### src/rtl/sample_burst_ctrl.sv
// -----------------------------------------------------------------------------
// sample_burst_ctrl
//
// Prefetches 16-bit samples from a FIFO into a one-word output buffer that
// the host drains over EBI. It raises a level interrupt once a full burst of
// T words is available, and drops it after the host has accepted T words.
//
// Ports
//   clk              system clock; all logic on its rising edge
//   rst              synchronous, active-low reset
//   fifo_dout        FIFO read data, valid the cycle after fifo_rd_en
//   fifo_empty       FIFO empty flag
//   fifo_data_count  FIFO occupancy
//   fifo_rd_en       one-cycle FIFO read pulse
//   ebi_rd_strobe    one-cycle pulse per host read of ebi_data_out
//   ebi_data_out     buffered sample word
//   out_valid        ebi_data_out holds an unread word
//   cmd_bus_*        command bus; data[30] loads T, data[31] flushes
//   irq              burst-ready interrupt (level)
//   status           {underrun, irq, out_valid, 13'b0}
// -----------------------------------------------------------------------------
module sample_burst_ctrl #(
    parameter int unsigned POSITION      = 242,
    parameter int unsigned RST_THRESHOLD = 16
) (
    input  logic        clk,
    input  logic        rst,
    input  logic [15:0] fifo_dout,
    input  logic        fifo_empty,
    input  logic [15:0] fifo_data_count,
    output logic        fifo_rd_en,
    input  logic        ebi_rd_strobe,
    output logic [15:0] ebi_data_out,
    output logic        out_valid,
    input  logic        cmd_bus_en,
    input  logic        cmd_bus_wr,
    input  logic [15:0] cmd_bus_addr,
    input  logic [31:0] cmd_bus_data,
    output logic        irq,
    output logic [15:0] status
);

    typedef enum logic {
        ST_IDLE  = 1'b0,
        ST_ARMED = 1'b1
    } state_e;

    state_e      state_q, state_d;
    logic [15:0] thresh_q, thresh_d;
    logic [15:0] burst_q, burst_d;
    logic [15:0] data_q, data_d;
    logic        out_valid_q, out_valid_d;
    logic        pending_q, pending_d;
    logic        underrun_q, underrun_d;

    logic        cmd_hit;
    logic        flush;
    logic        load_t;
    logic        accept;
    logic [15:0] t_eff;
    logic [16:0] avail;
    logic        unused_cmd_bits;

    assign cmd_hit = cmd_bus_en & cmd_bus_wr & (cmd_bus_addr == 16'(POSITION));
    assign flush   = cmd_hit & cmd_bus_data[31];
    assign load_t  = cmd_hit & cmd_bus_data[30];
    assign unused_cmd_bits = ^cmd_bus_data[29:16];

    // A host read only counts when a word is actually there; a flush in the
    // same cycle discards the word instead.
    assign accept = ebi_rd_strobe & out_valid_q & ~flush;

    // A zero threshold would never arm and never finish, so it reads as one.
    assign t_eff = (thresh_q == 16'd0) ? 16'd1 : thresh_q;

    // Words reachable by the host: in the FIFO, in the buffer, and in flight.
    assign avail = {1'b0, fifo_data_count} + 17'(out_valid_q) + 17'(pending_q);

    // Refill the buffer as soon as it is empty or being read this cycle. The
    // read pulse is combinational so a strobe yields a new word two cycles
    // later; it is held off during reset so no FIFO word is silently lost.
    assign fifo_rd_en = rst & ~fifo_empty & ~pending_q & ~flush &
                        (~out_valid_q | ebi_rd_strobe);

    // NOTE: every next-state signal gets its default first, so no path through
    // this block leaves a value unassigned and no latch is inferred.
    always_comb begin
        state_d     = state_q;
        thresh_d    = thresh_q;
        burst_d     = burst_q;
        data_d      = data_q;
        out_valid_d = out_valid_q;
        underrun_d  = underrun_q;
        pending_d   = fifo_rd_en;

        // A new threshold only takes effect at the next arming; burst_q keeps
        // the count latched for the burst in progress.
        if (load_t) begin
            thresh_d = cmd_bus_data[15:0];
        end

        if (flush) begin
            out_valid_d = 1'b0;
            underrun_d  = 1'b0;
            state_d     = ST_IDLE;
        end else begin
            if (ebi_rd_strobe && !out_valid_q) begin
                underrun_d = 1'b1;
            end

            // A capture and an accept never conflict: the new word wins.
            if (pending_q) begin
                out_valid_d = 1'b1;
                data_d      = fifo_dout;
            end else if (accept) begin
                out_valid_d = 1'b0;
            end

            case (state_q)
                ST_IDLE: begin
                    if (avail >= {1'b0, t_eff}) begin
                        state_d = ST_ARMED;
                        burst_d = t_eff;
                    end
                end
                ST_ARMED: begin
                    if (accept) begin
                        burst_d = burst_q - 16'd1;
                        if (burst_q == 16'd1) begin
                            state_d = ST_IDLE;
                        end
                    end
                end
                default: state_d = ST_IDLE;
            endcase
        end
    end

    // NOTE: state updates use non-blocking assignments so every register
    // samples the values from before this edge; reset is synchronous and
    // clears the data word too, since its reset value is visible on EBI.
    always_ff @(posedge clk) begin
        if (!rst) begin
            state_q     <= ST_IDLE;
            thresh_q    <= 16'(RST_THRESHOLD);
            burst_q     <= 16'd0;
            data_q      <= 16'h0000;
            out_valid_q <= 1'b0;
            pending_q   <= 1'b0;
            underrun_q  <= 1'b0;
        end else begin
            state_q     <= state_d;
            thresh_q    <= thresh_d;
            burst_q     <= burst_d;
            data_q      <= data_d;
            out_valid_q <= out_valid_d;
            pending_q   <= pending_d;
            underrun_q  <= underrun_d;
        end
    end

    assign ebi_data_out = data_q;
    assign out_valid    = out_valid_q;
    assign irq          = (state_q == ST_ARMED);
    assign status       = {underrun_q, irq, out_valid_q, 13'b0};

endmodule

### config.mk
export PLATFORM = sky130hd
export DESIGN_NAME = sample_burst_ctrl
export DESIGN_NICKNAME = d
export VERILOG_FILES = /design/src/rtl/sample_burst_ctrl.sv
export SDC_FILE = /design/constraint.sdc
export NUM_CORES = 1
export LEC_CHECK = 0
export CAP_MARGIN = 10
export CORE_UTILIZATION = 30
export DETAILED_ROUTE_END_ITERATION = 12
export HOLD_SLACK_MARGIN = 0.12
export PLACE_DENSITY_LB_ADDON = 0.12
export SLEW_MARGIN = 20
export SYNTH_ARGS = -nofsm -noshare
export SYNTH_HDL_FRONTEND = slang
export SYNTH_SLANG_ARGS = --single-unit
### constraint.sdc
create_clock -name clk -period 3.9 [get_ports clk]
set_input_delay 0.39 -clock clk [delete_from_list [all_inputs] [get_ports clk]]
set_output_delay 0.39 -clock clk [all_outputs]
set_load 0.02 [all_outputs]
==> results.json <==
{
  "hpwl_um": 6770,
  "nNetsFinal": 585,
  "cp.required_ns": 4.11,
  "vias_per_cell": 4.94,
  "fin_ws_ns": 0.268,
  "slew_violations": 0,
  "fin_hold_ws_ns": 0.461,
  "grt_usage_pct": 16.3,
  "wl_per_cell_um": 14.4,
  "io_pins": 121,
  "placedCellCount": 608,
  "vias": 3044,
  "drt_iter0_markers": 236,
  "critical_path_class": "primary input to flip-flop",
  "grt_pass1_vias": 2919,
  "setup_tns_ns": 0,
  "grt_pass1_wl_um": 14600,
  "grt-ovfl-total": 0,
  "layout_min_cycle_time_ns": 3.63,
  "avgSynthCellArea_um2": 8.27,
  "synth_area_leaders": "dfxtp_1 32%, ha_1 7.3%, nand2_1 6.7%",
  "power.total_mw": 1.24,
  "rows": 37,
  "die-width_um": 106,
  "dpl_cell_area_um2": 4240,
  "grt_antenna_before_repair": 0,
  "diodes": 0,
  "maxSlewHeadroom_pct": 46.7,
  "yosysWarnings": 0,
  "synth-seq-cells": 52,
  "setup_viol": 0,
  "cts_setup_buffers": 0,
  "fin_util_pct": 41.6,
  "postSynthCellCount": 395,
  "rsz0062_at_grt": "no",
  "synth_edf_count": 0,
  "ys_seq_area_share_pct": 31.9,
  "crit_start": "fifo_data_count[0]",
  "drtAntennaViolNets": 0,
  "path_cells": "clkdlybuf4s50_1 -> fa_1 -> ha_1 -> and2_1 -> nand3_1 -> nor2_1 -> xor2_1 -> ha_1 -> nand4_1 -> nor2_1 -> a211o_1 -> a211oi_2 -> o311ai_4 -> and4_4 -> a32o_1",
  "finClkSkew_ns": 0.0121,
  "start_util_pct": 31.4,
  "seq_area_um2": 1040,
  "power.density_nw_per_um2": 285,
  "instances_no_fill": 616,
  "htreeDepth": 2,
  "wl_um": 8890,
  "numCtsBuffers": 5,
  "ir_drop_uv": 144,
  "cts_hold_buffers": 0,
  "cts.sinks": 52,
  "cts_root_buf": "clkbuf_8",
  "fillers": 1084,
  "first_pass_iters": 4,
  "drc": 0,
  "crit_slowest_cell": "fa_1",
  "yosys_most_used_dff": "dfxtp_1",
  "worstPathArrival_ns": 3.84,
  "status": "finished clean",
  "cts_resized": 0,
  "insertion_delay_ns": 0.32,
  "tritoncts": "built",
  "syn-cell-area_um2": 3270,
  "reg2reg_from": "out_valid",
  "max_freq_mhz": 275,
  "max_stage_delay_ns": 0.51,
  "cp-start-kind": "primary input",
  "cp.buffers_inverters": 1,
  "dp_slack_ns": -0.0926,
  "syn_to_final_growth_pct": 32.8,
  "crit_fanout": 13,
  "routabilityCongestion": 0.797,
  "yosysUniqueCellTypes": 49,
  "min-delay-start": "ebi_data_out[1]",
  "synth_top_area_share_pct": 31.9,
  "design_area_um2": 4340,
  "coreArea_um2": 10400,
  "io_buffers": 93,
  "multi_input_area_um2": 1960,
  "tightest_slew_ns": 0.792,
  "finalCritPeriodShare_pct": 93.1,
  "async_flop_share_pct": 0,
  "drive_gt1_share_pct": 4.38,
  "endpoint_kind": "flip-flop",
  "dieArea_um2": 11300,
  "p_leak_nw": 1.59,
  "maxCapViolations": 0,
  "cts_buffer_depth": 2,
  "grt_max_degree": 52,
  "die_h_um": 106,
  "hp-class": "flip-flop to flip-flop",
  "synth_top_area_cell": "dfxtp_1",
  "critPathTopFamily": "adder cells",
  "hold_viol": 0,
  "clkTransAtPathRegs_ns": 0.11
}
[power breakdown]
| part | total, mW | switching (mW) | internal (mW) |
|---|---|---|---|
| logic | 0.321 | 0.156 | 0.165 |
| clock network | 0.342 | 0.209 | 0.132 |
| registers | 0.576 | 0.0212 | 0.554 |
[layout make-up]
class	count	area share, %
clock buffer	5	1.59
tap	136	3.92
multi-input combinational	299	45.3
inverter	20	1.73
sequential	52	24.0
clock inverter	3	0.635
timing repair buffer	101	22.8
[cells in the final DEF (no fill, tap or decap), drive strengths merged, types with 16 or more instances in the layout]
| master | count |
|---|---|
| nand2 | 60 |
| dfxtp | 52 |
| clkdlybuf4s50 | 93 |
| nor2b | 16 |
| ha | 19 |
| inv | 21 |
| a21boi | 17 |
| o21ai | 17 |
| mux2i | 17 |
| nand3 | 31 |
[synth_stat cells (2+ instances only)]
cell type and instances:
a21boi_0 7, a21boi_1 10, a21o_1 2, a21oi_1 6, a32o_1 13, and2_1 5, and3_1 4, and4_1 2
buf_4 19, buf_6 3, clkbuf_1 12, dfxtp_1 52, ha_1 19, inv_1 20, mux2i_1 17, nand2_1 58
nand3_1 31, nand3b_1 3, nand4_1 6, nor2_1 13, nor2b_1 16, nor3_1 4, nor3b_1 2, nor4_1 6
o21ai_0 16, o22ai_1 8, o31ai_1 3, o32ai_1 2, or3_1 3, or4_1 2, xnor2_1 9, xor2_1 5
[metal layers]
metal / GRT usage (%) / vias to the layer above / routed length (um)
met2: 26.5 / 81 / 4060
met3: 2.58 / 21 / 423
met1: 20.9 / 1402 / 4050
met4: 7.84 / 0 / 342
met5: 0 / - / 0
li1: - / 1540 / -
[cells by family after synthesis]
| group | count (synthesis) | share of synthesized area (%) |
|---|---|---|
| simple gates | 161 | 25.0 |
| other cells | 1 | 0.115 |
| fa+ha+maj | 20 | 7.89 |
| compound gates | 74 | 16.8 |
| xor+xnor | 14 | 3.75 |
| mux | 17 | 5.21 |
| buf+inv | 56 | 9.35 |
| flops | 52 | 31.9 |
[state kept, by name, summed over array words and instances, names as in the netlist]
name          flops
burst_q          16
ebi_data_out     16
irq               1
out_valid         1
pending_q         1
thresh_q         16
underrun_q        1
[worst reg2reg max path: stages, from the launching register on]
cell      delay (ns)
dfxtp_1         0.40
fa_1            0.49
ha_1            0.23
and2_1          0.18
nand3_1         0.17
nor2_1          0.08
xor2_1          0.15
ha_1            0.29
nand4_1         0.12
nor2_1          0.06
a211o_1         0.28
a211oi_2        0.29
o311ai_4        0.15
and4_4          0.27
a32o_1          0.23
[final timing paths]
path	endpoint	cells past startpoint	slack [ns]
setup / recovery	burst_q[7]	15	0.27
hold / removal	ebi_data_out[1]	2	0.46
setup reg to reg	burst_q[7]	14	0.38
hold reg to reg	ebi_data_out[1]	2	0.46
Note: power is estimated with default switching activity, not from simulation.
